File: config.mk
export PLATFORM = sky130hd
export DESIGN_NAME = axi_rd_burst_master_flat
export DESIGN_NICKNAME = d
export VERILOG_FILES = /design/src/rtl/axi_rd_burst_master_if.sv /design/src/rtl/axi_rd_burst_master.sv /design/src/flat_wrapper.sv
export SDC_FILE = /design/constraint.sdc
export NUM_CORES = 1
export LEC_CHECK = 0
export ABC_AREA = 1
export CORE_MARGIN = 2
export CORE_UTILIZATION = 39
export CTS_BUF_LIST = sky130_fd_sc_hd__clkbuf_8
export DETAILED_ROUTE_END_ITERATION = 12
export GPL_ROUTABILITY_DRIVEN = 0
export PLACE_DENSITY_LB_ADDON = 0.25
export SYNTH_ARGS = -nofsm -noshare
export SYNTH_HDL_FRONTEND = slang
export SYNTH_SLANG_ARGS = --single-unit
File: constraint.sdc
create_clock -name ACLK -period 2.95 [get_ports ACLK]
set_input_delay 0.885 -clock ACLK [delete_from_list [all_inputs] [get_ports ACLK]]
set_output_delay 0.885 -clock ACLK [all_outputs]
set_load 0.03 [all_outputs]
File: src/rtl/axi_rd_burst_master_if.sv
// AXI3 read-channel bundle (AR + R) between the burst master and the memory slave.
interface axi_rd_burst_master_if #(
  parameter int unsigned DATA_W = 64,
  parameter int unsigned ID_W   = 6
) ();
  logic [ID_W-1:0]   M_AXI_ARID;
  logic [31:0]       M_AXI_ARADDR;
  logic [3:0]        M_AXI_ARLEN;
  logic [2:0]        M_AXI_ARSIZE;
  logic [1:0]        M_AXI_ARBURST;
  logic              M_AXI_ARVALID;
  logic              M_AXI_ARREADY;
  logic [DATA_W-1:0] M_AXI_RDATA;
  logic [1:0]        M_AXI_RRESP;
  logic              M_AXI_RLAST;
  logic              M_AXI_RVALID;
  logic              M_AXI_RREADY;

  modport master (
    output M_AXI_ARID, M_AXI_ARADDR, M_AXI_ARLEN, M_AXI_ARSIZE, M_AXI_ARBURST,
           M_AXI_ARVALID, M_AXI_RREADY,
    input  M_AXI_ARREADY, M_AXI_RDATA, M_AXI_RRESP, M_AXI_RLAST, M_AXI_RVALID
  );

  modport slave (
    input  M_AXI_ARID, M_AXI_ARADDR, M_AXI_ARLEN, M_AXI_ARSIZE, M_AXI_ARBURST,
           M_AXI_ARVALID, M_AXI_RREADY,
    output M_AXI_ARREADY, M_AXI_RDATA, M_AXI_RRESP, M_AXI_RLAST, M_AXI_RVALID
  );
endinterface

File: src/rtl/axi_rd_burst_master.sv
// Splits one read request into AXI3 INCR bursts and streams R beats into inBuf.
// Optional RD_PROTOCOL_CHECK_EN builds the per-burst RLAST/RRESP checker driving rd_error.
module axi_rd_burst_master #(
  parameter int unsigned C_M_AXI_DATA_WIDTH      = 64,
  parameter int unsigned C_M_AXI_RD_BURST_LEN    = 16,
  parameter int unsigned C_M_AXI_THREAD_ID_WIDTH = 6,
  parameter int unsigned TX_SIZE_WIDTH           = 10,
  parameter int unsigned MAX_OUTSTANDING         = 4
) (
  input  logic                          ACLK,
  input  logic                          ARESETN,
  input  logic                          rx_req,
  input  logic [31:0]                   rx_addr,
  input  logic [TX_SIZE_WIDTH-1:0]      rx_req_size,
  output logic                          rx_busy,
  output logic                          rx_done,
  output logic                          rd_complete,
  axi_rd_burst_master_if.master         m_axi,
  output logic [C_M_AXI_DATA_WIDTH-1:0] data_to_inBuf,
  output logic                          inBuf_push,
  input  logic                          inBuf_full,
  output logic                          rd_error
);

  localparam int unsigned BYTES       = C_M_AXI_DATA_WIDTH / 8;
  localparam int unsigned SIZE_LOG2   = $clog2(BYTES);
  localparam int unsigned BURST_BYTES = C_M_AXI_RD_BURST_LEN * BYTES;
  localparam int unsigned OUT_W       = $clog2(MAX_OUTSTANDING + 1);
  localparam int unsigned BEAT_W      = $clog2(C_M_AXI_RD_BURST_LEN + 1);

  typedef enum logic [1:0] {S_IDLE, S_ISSUE, S_WAIT, S_DRAIN} state_t;

  state_t                   state_q, state_d;
  logic [31:0]              addr_q, addr_d;
  logic [3:0]               arlen_q, arlen_d;
  logic                     arvalid_q;
  logic [TX_SIZE_WIDTH-1:0] issue_rem_q, issue_d;
  logic [TX_SIZE_WIDTH-1:0] data_rem_q, data_d;
  logic [OUT_W-1:0]         out_q, out_d;
  logic                     busy_q, busy_d;
  logic                     done_q, done_d;
  logic                     cmpl_q, cmpl_d;
  logic [TX_SIZE_WIDTH-1:0] next_beats;

  logic                     rready_c;
  logic                     ar_hs;
  logic                     push;
  logic                     last_push;
  logic [TX_SIZE_WIDTH-1:0] burst_beats;

  // Data path is purely combinational: no added latency into inBuf.
  assign rready_c      = ~inBuf_full;
  assign ar_hs         = arvalid_q & m_axi.M_AXI_ARREADY;
  assign push          = m_axi.M_AXI_RVALID & rready_c & busy_q;
  assign last_push     = push & m_axi.M_AXI_RLAST;
  assign burst_beats   = (issue_rem_q > TX_SIZE_WIDTH'(C_M_AXI_RD_BURST_LEN))
                         ? TX_SIZE_WIDTH'(C_M_AXI_RD_BURST_LEN) : issue_rem_q;

  assign m_axi.M_AXI_RREADY  = rready_c;
  assign m_axi.M_AXI_ARID    = '0;
  assign m_axi.M_AXI_ARSIZE  = 3'(SIZE_LOG2);
  assign m_axi.M_AXI_ARBURST = 2'b01;
  assign m_axi.M_AXI_ARVALID = arvalid_q;
  assign m_axi.M_AXI_ARADDR  = addr_q;
  assign m_axi.M_AXI_ARLEN   = arlen_q;
  assign data_to_inBuf       = m_axi.M_AXI_RDATA;
  assign inBuf_push          = push;
  assign rx_busy             = busy_q;
  assign rx_done             = done_q;
  assign rd_complete         = cmpl_q;

  // Next-state, counter and registered-output values.
  always_comb begin
    state_d    = state_q;
    addr_d     = addr_q;
    issue_d    = issue_rem_q;
    data_d     = data_rem_q;
    out_d      = out_q;
    busy_d     = busy_q;
    done_d     = 1'b0;
    cmpl_d     = 1'b0;
    next_beats = '0;
    arlen_d    = arlen_q;

    if (push) data_d = data_rem_q - TX_SIZE_WIDTH'(1);

    // An AR handshake and a burst-closing beat in the same cycle cancel out.
    if (ar_hs && !(last_push && out_q != '0))      out_d = out_q + OUT_W'(1);
    else if (!ar_hs && last_push && out_q != '0)  out_d = out_q - OUT_W'(1);

    case (state_q)
      S_IDLE: begin
        if (rx_req) begin
          if (rx_req_size != '0) begin
            addr_d  = rx_addr;
            issue_d = rx_req_size;
            data_d  = rx_req_size;
            busy_d  = 1'b1;
            state_d = S_ISSUE;
          end else begin
            done_d = 1'b1;
            cmpl_d = 1'b1;
          end
        end
      end
      S_ISSUE: begin
        if (ar_hs) begin
          addr_d  = addr_q + 32'(BURST_BYTES);
          issue_d = issue_rem_q - burst_beats;
          if (issue_d == '0) begin
            done_d  = 1'b1;
            state_d = S_DRAIN;
          end else if (out_d == OUT_W'(MAX_OUTSTANDING)) begin
            state_d = S_WAIT;
          end
        end
      end
      S_WAIT: begin
        if (out_d < OUT_W'(MAX_OUTSTANDING)) state_d = S_ISSUE;
      end
      S_DRAIN: begin
        if (data_d == '0) begin
          cmpl_d  = 1'b1;
          busy_d  = 1'b0;
          state_d = S_IDLE;
        end
      end
      default: state_d = S_IDLE;
    endcase

    next_beats = (issue_d > TX_SIZE_WIDTH'(C_M_AXI_RD_BURST_LEN))
                 ? TX_SIZE_WIDTH'(C_M_AXI_RD_BURST_LEN) : issue_d;
    if (state_d == S_ISSUE) arlen_d = 4'(next_beats - TX_SIZE_WIDTH'(1));
  end

  always_ff @(posedge ACLK) begin
    if (!ARESETN) begin
      state_q     <= S_IDLE;
      addr_q      <= '0;
      arlen_q     <= '0;
      arvalid_q   <= 1'b0;
      issue_rem_q <= '0;
      data_rem_q  <= '0;
      out_q       <= '0;
      busy_q      <= 1'b0;
      done_q      <= 1'b0;
      cmpl_q      <= 1'b0;
    end else begin
      state_q     <= state_d;
      addr_q      <= addr_d;
      arlen_q     <= arlen_d;
      arvalid_q   <= (state_d == S_ISSUE);
      issue_rem_q <= issue_d;
      data_rem_q  <= data_d;
      out_q       <= out_d;
      busy_q      <= busy_d;
      done_q      <= done_d;
      cmpl_q      <= cmpl_d;
    end
  end

`ifdef RD_PROTOCOL_CHECK_EN
  localparam int unsigned PTR_W = (MAX_OUTSTANDING > 1) ? $clog2(MAX_OUTSTANDING) : 1;

  logic [BEAT_W-1:0] exp_beats [MAX_OUTSTANDING];
  logic [PTR_W-1:0]  wr_ptr_q, rd_ptr_q;
  logic [OUT_W-1:0]  fill_q;
  logic [BEAT_W-1:0] beat_q;
  logic              err_q;
  logic              fifo_empty_c, fifo_push_c, fifo_pop_c, exp_last_c, err_set_c;

  function automatic logic [PTR_W-1:0] ptr_inc(input logic [PTR_W-1:0] p);
    return (p == PTR_W'(MAX_OUTSTANDING - 1)) ? '0 : p + PTR_W'(1);
  endfunction

  // A burst closes on RLAST or on its expected final beat, whichever comes first.
  assign fifo_empty_c = (fill_q == '0);
  assign fifo_push_c  = ar_hs;
  assign exp_last_c   = ((beat_q + BEAT_W'(1)) == exp_beats[rd_ptr_q]);
  assign fifo_pop_c   = push & ~fifo_empty_c & (m_axi.M_AXI_RLAST | exp_last_c);
  assign err_set_c    = (push & ~fifo_empty_c & (m_axi.M_AXI_RLAST != exp_last_c))
                      | (push & (m_axi.M_AXI_RRESP != 2'b00))
                      | (m_axi.M_AXI_RVALID & busy_q & fifo_empty_c);

  always_ff @(posedge ACLK) begin
    if (fifo_push_c) exp_beats[wr_ptr_q] <= BEAT_W'(burst_beats);
  end

  always_ff @(posedge ACLK) begin
    if (!ARESETN) begin
      wr_ptr_q <= '0;
      rd_ptr_q <= '0;
      fill_q   <= '0;
      beat_q   <= '0;
      err_q    <= 1'b0;
    end else begin
      if (fifo_push_c) wr_ptr_q <= ptr_inc(wr_ptr_q);
      if (fifo_pop_c) begin
        rd_ptr_q <= ptr_inc(rd_ptr_q);
        beat_q   <= '0;
      end else if (push && !fifo_empty_c) begin
        beat_q <= beat_q + BEAT_W'(1);
      end
      case ({fifo_push_c, fifo_pop_c})
        2'b10:   fill_q <= fill_q + OUT_W'(1);
        2'b01:   fill_q <= fill_q - OUT_W'(1);
        default: fill_q <= fill_q;
      endcase
      if (err_set_c) err_q <= 1'b1;
    end
  end

  assign rd_error = err_q;
`else
  logic unused_rresp;
  assign unused_rresp = ^m_axi.M_AXI_RRESP;
  assign rd_error     = 1'b0;
`endif

endmodule

File: src/flat_wrapper.sv
// flat-port wrapper written by rule: the top's interface ports become plain ports
module axi_rd_burst_master_flat 
#(
  parameter int unsigned C_M_AXI_DATA_WIDTH      = 64,
  parameter int unsigned C_M_AXI_RD_BURST_LEN    = 16,
  parameter int unsigned C_M_AXI_THREAD_ID_WIDTH = 6,
  parameter int unsigned TX_SIZE_WIDTH           = 10,
  parameter int unsigned MAX_OUTSTANDING         = 4
)
  (ACLK, ARESETN, rx_req, rx_addr, rx_req_size, rx_busy, rx_done, rd_complete, data_to_inBuf, inBuf_push, inBuf_full, rd_error, m_axi_M_AXI_ARID, m_axi_M_AXI_ARADDR, m_axi_M_AXI_ARLEN, m_axi_M_AXI_ARSIZE, m_axi_M_AXI_ARBURST, m_axi_M_AXI_ARVALID, m_axi_M_AXI_RREADY, m_axi_M_AXI_ARREADY, m_axi_M_AXI_RDATA, m_axi_M_AXI_RRESP, m_axi_M_AXI_RLAST, m_axi_M_AXI_RVALID);
  axi_rd_burst_master_if #(.DATA_W((64)), .ID_W((6))) m_axi_i ();
  input  logic ACLK;
  input  logic ARESETN;
  input  logic rx_req;
  input  logic [31:0] rx_addr;
  input  logic [TX_SIZE_WIDTH-1:0] rx_req_size;
  output logic rx_busy;
  output logic rx_done;
  output logic rd_complete;
  output logic [C_M_AXI_DATA_WIDTH-1:0] data_to_inBuf;
  output logic inBuf_push;
  input  logic inBuf_full;
  output logic rd_error;
  output wire logic [$bits(m_axi_i.M_AXI_ARID)-1:0] m_axi_M_AXI_ARID;
  output wire logic [$bits(m_axi_i.M_AXI_ARADDR)-1:0] m_axi_M_AXI_ARADDR;
  output wire logic [$bits(m_axi_i.M_AXI_ARLEN)-1:0] m_axi_M_AXI_ARLEN;
  output wire logic [$bits(m_axi_i.M_AXI_ARSIZE)-1:0] m_axi_M_AXI_ARSIZE;
  output wire logic [$bits(m_axi_i.M_AXI_ARBURST)-1:0] m_axi_M_AXI_ARBURST;
  output wire logic [$bits(m_axi_i.M_AXI_ARVALID)-1:0] m_axi_M_AXI_ARVALID;
  output wire logic [$bits(m_axi_i.M_AXI_RREADY)-1:0] m_axi_M_AXI_RREADY;
  input wire logic [$bits(m_axi_i.M_AXI_ARREADY)-1:0] m_axi_M_AXI_ARREADY;
  input wire logic [$bits(m_axi_i.M_AXI_RDATA)-1:0] m_axi_M_AXI_RDATA;
  input wire logic [$bits(m_axi_i.M_AXI_RRESP)-1:0] m_axi_M_AXI_RRESP;
  input wire logic [$bits(m_axi_i.M_AXI_RLAST)-1:0] m_axi_M_AXI_RLAST;
  input wire logic [$bits(m_axi_i.M_AXI_RVALID)-1:0] m_axi_M_AXI_RVALID;
  assign m_axi_M_AXI_ARID = m_axi_i.M_AXI_ARID;
  assign m_axi_M_AXI_ARADDR = m_axi_i.M_AXI_ARADDR;
  assign m_axi_M_AXI_ARLEN = m_axi_i.M_AXI_ARLEN;
  assign m_axi_M_AXI_ARSIZE = m_axi_i.M_AXI_ARSIZE;
  assign m_axi_M_AXI_ARBURST = m_axi_i.M_AXI_ARBURST;
  assign m_axi_M_AXI_ARVALID = m_axi_i.M_AXI_ARVALID;
  assign m_axi_M_AXI_RREADY = m_axi_i.M_AXI_RREADY;
  assign m_axi_i.M_AXI_ARREADY = m_axi_M_AXI_ARREADY;
  assign m_axi_i.M_AXI_RDATA = m_axi_M_AXI_RDATA;
  assign m_axi_i.M_AXI_RRESP = m_axi_M_AXI_RRESP;
  assign m_axi_i.M_AXI_RLAST = m_axi_M_AXI_RLAST;
  assign m_axi_i.M_AXI_RVALID = m_axi_M_AXI_RVALID;
  axi_rd_burst_master #(.C_M_AXI_DATA_WIDTH(C_M_AXI_DATA_WIDTH), .C_M_AXI_RD_BURST_LEN(C_M_AXI_RD_BURST_LEN), .C_M_AXI_THREAD_ID_WIDTH(C_M_AXI_THREAD_ID_WIDTH), .TX_SIZE_WIDTH(TX_SIZE_WIDTH), .MAX_OUTSTANDING(MAX_OUTSTANDING)) u_core (.ACLK(ACLK), .ARESETN(ARESETN), .rx_req(rx_req), .rx_addr(rx_addr), .rx_req_size(rx_req_size), .rx_busy(rx_busy), .rx_done(rx_done), .rd_complete(rd_complete), .m_axi(m_axi_i), .data_to_inBuf(data_to_inBuf), .inBuf_push(inBuf_push), .inBuf_full(inBuf_full), .rd_error(rd_error));
endmodule
==> qor.log <==
INFO  setup_path     path_class=in2reg
INFO  setup_path     critical_path.endpoint_type=register
INFO  yosys          ys_types=44
INFO  setup_path     critical_path.n_buffers_inverters=13
INFO  detailed_routing drt_wl_total=13.06mm
INFO  clocking       clk_pin_slew=0.07ns
INFO  final_layout   final_core_utilization=0.5254
INFO  sta            clock.fmax=337.1MHz
INFO  detailed_routing drt_iter0_drc=165
INFO  clocking       count_of_hold_fix_buffers_inserted_at_cts=0
INFO  yosys          ys_ff_latch=65
INFO  worst_hold_path worst_hold_path_cells=2
INFO  yosys          dominant_combinational_cell_family_by_area_after_synthesis=simple AND/OR/NAND/NOR gates
INFO  floorplan      die_h=116.5µm
INFO  clocking       cts-root-buf=sky130_fd_sc_hd__clkbuf_8
INFO  floorplan      placementRows=41
INFO  global_routing grt_overflow_total=0
INFO  sta            worst_clock_skew=0.008567ns
INFO  power          p_int=1.878mW
INFO  sta            totalNegativeSetupSlack=-0.01670ns
INFO  setup_path     critical-path-top-cell-by-count=sky130_fd_sc_hd__buf_4
INFO  sta            finalMaxSlewViolations=0
INFO  detailed_routing detailroute.via_count=4891
INFO  setup_path     cp_top_family=buffers and inverters
INFO  setup_path     worst-endpoint-arrival=3.20ns
INFO  clocking       clock_buffer_count_from_cts=9
INFO  setup_path     timing.critical_path.cells=dlygate4sd2_1 -> nor2_2 -> nand3_2 -> nor2_4 -> buf_4 -> buf_4 -> buf_4 -> buf_4 -> buf_4 -> buf_4 -> buf_4 -> buf_4 -> buf_4 -> buf_4 -> buf_4 -> buf_4 -> nand2_1 -> a211oi_1
INFO  floorplan      core_area=12470µm²
INFO  final_layout   antenna_cells=0
INFO  setup_path     reg2reg_launch_point=u_core.issue_rem_q[9]
INFO  final_layout   drive_above_1_share=0.2399
INFO  sta            holdWs=0.4624ns
INFO  yosys          synth_xor_area_frac=0.03551
INFO  final_layout   final_nets=1012
INFO  detailed_routing drt_first_pass_iters=5
INFO  floorplan      initial_standard_cell_utilization_of_the_core=0.3957
INFO  power          leakagePower=3.025nW
INFO  final_layout   most_frequent_cells_in_the_layout=sky130_fd_sc_hd__nand2_1, sky130_fd_sc_hd__buf_4, sky130_fd_sc_hd__nor2_1, sky130_fd_sc_hd__clkdlybuf4s50_1, sky130_fd_sc_hd__inv_1
INFO  yosys          yosysSeqAreaShare=0.2638
INFO  yosys          multiplexer_fraction_of_the_synthesized_cell_area=0
INFO  yosys          compound_gate_portion_of_the_synthesized_area=0.1261
INFO  yosys          number_of_instances_in_the_synthesized_netlist=772
INFO  clocking       clk_path_buf_depth=2
INFO  detailed_routing route.antenna.remaining_nets=0
INFO  setup_path     cp_max_fo=2
INFO  setup_path     worst_path_max_delay_cell=sky130_fd_sc_hd__a211oi_1
INFO  final_layout   layout.cells.most_common=sky130_fd_sc_hd__nand2_1
INFO  setup_path     timing.reg2reg.setup_slack=0.23ns
INFO  floorplan      die_w=116.5µm
INFO  setup_path     reg2reg_depth=22
INFO  yosys          synthesized_area_divided_by_synthesized_cell_count=6.389µm²
INFO  yosys          synth_edf_count=0
INFO  flow_run       max_cap_viol_count=0
INFO  power          ir_drop=0.2314mV
INFO  worst_hold_path holdCritPathClass=reg2reg
INFO  power          clock_power_share=0.207
INFO  setup_path     worst-endpoint-required=3.19ns
INFO  power          p_per_area=472.9nW/µm²
INFO  final_layout   synthToLayoutAreaGrowth=32.80%
INFO  yosys          synth_async_sr_flop_share=0
INFO  floorplan      boundaryPins=233
INFO  yosys          prevailing_post_synth_register_cell=sky130_fd_sc_hd__dfxtp_1
INFO  setup_path     timing.rr.end=u_core.m_axi.M_AXI_ARLEN[3]
INFO  sta            final.min_clock_period=2.967ns
INFO  global_routing grt_first_pass_wirelength=20.66mm
INFO  sta            setup-violations-final=1
INFO  power          power_switching_share=0.3938
INFO  clocking       tritoncts=yes
INFO  sta            post_route_clock_period_utilization=1.006
INFO  power          combPwrFrac=0.438
INFO  global_routing grt_max_degree=34
INFO  setup_path     critPathLaunchType=input pin
INFO  power          power.net_switching=1.220mW
INFO  setup_path     worstSetupStartpoint=rx_req_size[3]
INFO  global_routing antenna_found_initial=0
INFO  setup_path     max_incr_delay_on_cp=0.35ns
INFO  detailed_routing viasPerCell=4.614
INFO  global_routing grt_pass1_vias=4480
INFO  floorplan      die_area=13560µm²
INFO  global_routing track_usage=0.1924
INFO  yosys          synth_simple_gate_area_share=0.3498
INFO  clocking       htree_num_levels=3
INFO  power          pwr-share-seq=0.355
INFO  setup_path     timing.critical_path.to=u_core.rd_complete
INFO  detailed_routing drc=0
INFO  outcome        outcome=finished with violations
INFO  place          place.detailed.hpwl=9.360mm
INFO  clocking       cts.sink_count=65
INFO  setup_path     cp_num_cells=18
INFO  sta            timing.final.ws_setup=-0.01670ns
INFO  detailed_routing wl_per_cell=12.32µm
INFO  yosys          synth.cell_area=4932µm²
INFO  outcome        failed_checks=negative setup slack
INFO  yosys          post_synth_adder_cell_area=0.02790
INFO  clocking       worst_skew_late_latency=0.35ns
INFO  yosys          yosys_warnings=0
INFO  sta            hold_violation_total_from_the_final_report=0
INFO  place          place.port_buffers=90
==> cell usage after synthesis (3+ instances only) <==
cell type | count | area (µm²)
sky130_fd_sc_hd__nand4_1 | 17 | 106.4
sky130_fd_sc_hd__o21ai_0 | 27 | 135.1
sky130_fd_sc_hd__a31oi_1 | 6 | 37.54
sky130_fd_sc_hd__inv_2 | 7 | 26.28
sky130_fd_sc_hd__nor3_1 | 9 | 45.04
sky130_fd_sc_hd__inv_1 | 70 | 262.8
sky130_fd_sc_hd__ha_1 | 11 | 137.6
sky130_fd_sc_hd__nand2_1 | 176 | 660.6
sky130_fd_sc_hd__buf_1 | 3 | 11.26
sky130_fd_sc_hd__nand3_2 | 4 | 40.04
sky130_fd_sc_hd__nor2_2 | 8 | 50.05
sky130_fd_sc_hd__or2_2 | 5 | 31.28
sky130_fd_sc_hd__nand2_4 | 5 | 56.30
sky130_fd_sc_hd__buf_4 | 76 | 570.6
sky130_fd_sc_hd__o211ai_1 | 4 | 30.03
sky130_fd_sc_hd__o21ai_1 | 11 | 55.05
sky130_fd_sc_hd__a211oi_1 | 3 | 22.52
sky130_fd_sc_hd__xor2_1 | 15 | 131.4
sky130_fd_sc_hd__a21oi_1 | 49 | 245.2
sky130_fd_sc_hd__nand2_2 | 12 | 75.07
sky130_fd_sc_hd__xnor2_1 | 5 | 43.79
sky130_fd_sc_hd__clkbuf_1 | 17 | 63.81
sky130_fd_sc_hd__nor2_1 | 96 | 360.4
sky130_fd_sc_hd__nand3_1 | 46 | 230.2
sky130_fd_sc_hd__dfxtp_1 | 65 | 1301
==> cell families after synthesis <==
group,after synthesis
other,2
buffers and inverters,178
and+or+nand+nor,386
adders and majority gates,11
DFF,65
AOI/OAI and AO/OA,110
xor gates and xnor gates,20
==> registers in the layout (all words and copies together) (netlist names) <==
signal                      flops
u_core.m_axi.M_AXI_ARADDR      32
u_core.data_rem_q              10
u_core.issue_rem_q             10
u_core.m_axi.M_AXI_ARLEN        4
u_core.out_q                    3
u_core.state_q                  2
u_core.m_axi.M_AXI_ARVALID      1
u_core.rd_complete              1
u_core.rx_busy                  1
u_core.rx_done                  1
==> power groups by stage <==
stage | clock (mW) | combinational (mW) | sequential (mW)
2_1_floorplan | 0 | 0.838 | 1.23
5_1_grt | 0.691 | 1.50 | 1.12
3_5_place_dp | 0 | 1.27 | 1.12
4_1_cts | 0.660 | 1.30 | 1.10
3_3_place_gp | 0 | 1.26 | 1.12
6_report | 0.641 | 1.36 | 1.10
==> worst register-to-register path: stages, from the launching register on <==
cell                       delay [ns]
sky130_fd_sc_hd__dfxtp_1         0.34
sky130_fd_sc_hd__nor2_1          0.18
sky130_fd_sc_hd__inv_1           0.11
sky130_fd_sc_hd__nor2_4          0.13
sky130_fd_sc_hd__nand2_4         0.09
sky130_fd_sc_hd__nand2_4         0.09
sky130_fd_sc_hd__ha_1            0.14
sky130_fd_sc_hd__inv_1           0.08
sky130_fd_sc_hd__nand2_2         0.09
sky130_fd_sc_hd__nand3b_1        0.12
sky130_fd_sc_hd__nand2_1         0.12
sky130_fd_sc_hd__nand2_1         0.06
sky130_fd_sc_hd__nand3_1         0.09
sky130_fd_sc_hd__nand3_1         0.12
sky130_fd_sc_hd__nor2_2          0.14
sky130_fd_sc_hd__nand2_2         0.09
sky130_fd_sc_hd__buf_4           0.13
sky130_fd_sc_hd__buf_4           0.12
sky130_fd_sc_hd__buf_4           0.12
sky130_fd_sc_hd__nor2_2          0.08
sky130_fd_sc_hd__nand3_1         0.07
sky130_fd_sc_hd__nand2_1         0.07
sky130_fd_sc_hd__nor2_1          0.04
==> layout make-up <==
cell class / count / area, µm²
Timing Repair Buffer: 191 / 1675
Clock inverter: 3 / 12.51
Inverter: 79 / 296.5
Tap cell: 172 / 215.2
Sequential cell: 65 / 1301
Clock buffer: 10 / 137.6
Fill cell: 1241 / 5916
Multi-Input combinational cell: 540 / 2912
==> per-stage QoR <==
stage | power (mW) | instances | area [µm²] | worst slack, ns
after global placement | 2.379 | 1024 | 6003 | -0.4393
after CTS | 3.057 | 1055 | 6335 | 0.002086
after detailed placement | 2.384 | 1024 | 6003 | -0.4711
final | 3.098 | 1060 | 6550 | -0.01670
after global routing | 3.309 | 1060 | 6550 | -0.05095
after floorplan | 2.064 | 783 | 4974 | 0.1495
==> repair_timing <==
| item | CTS | global route |
|---|---|---|
| endpoints found under the setup margin | 2 | 8 |
| pin swaps | 17 | 25 |
| setup buffers | 18 | 5 |
| resized for setup | 21 | 56 |
==> layer usage <==
metal  up-vias  global-route usage  share of wire  wire, µm
met4         0             0.06825          0.018       237
li1       2596                   -              -         -
met2       102              0.3159           0.47      6174
met3        29             0.04670          0.047       610
met5         -                   0              0         0
met1      2164              0.2468           0.46      6038
==> how the worst min path moves through the flow <==
stage                                            start                      endpoint  slack [ns]
after floorplan                  u_core.issue_rem_q[9]         u_core.issue_rem_q[9]        0.49
after global placement    u_core.m_axi.M_AXI_ARADDR[1]  u_core.m_axi.M_AXI_ARADDR[1]        0.45
after detailed placement  u_core.m_axi.M_AXI_ARADDR[2]  u_core.m_axi.M_AXI_ARADDR[2]        0.45
after CTS                 u_core.m_axi.M_AXI_ARADDR[1]  u_core.m_axi.M_AXI_ARADDR[1]        0.46
after global routing      u_core.m_axi.M_AXI_ARADDR[2]  u_core.m_axi.M_AXI_ARADDR[2]        0.49
final                     u_core.m_axi.M_AXI_ARADDR[2]  u_core.m_axi.M_AXI_ARADDR[2]        0.46
(Power assumes the default switching activity.)
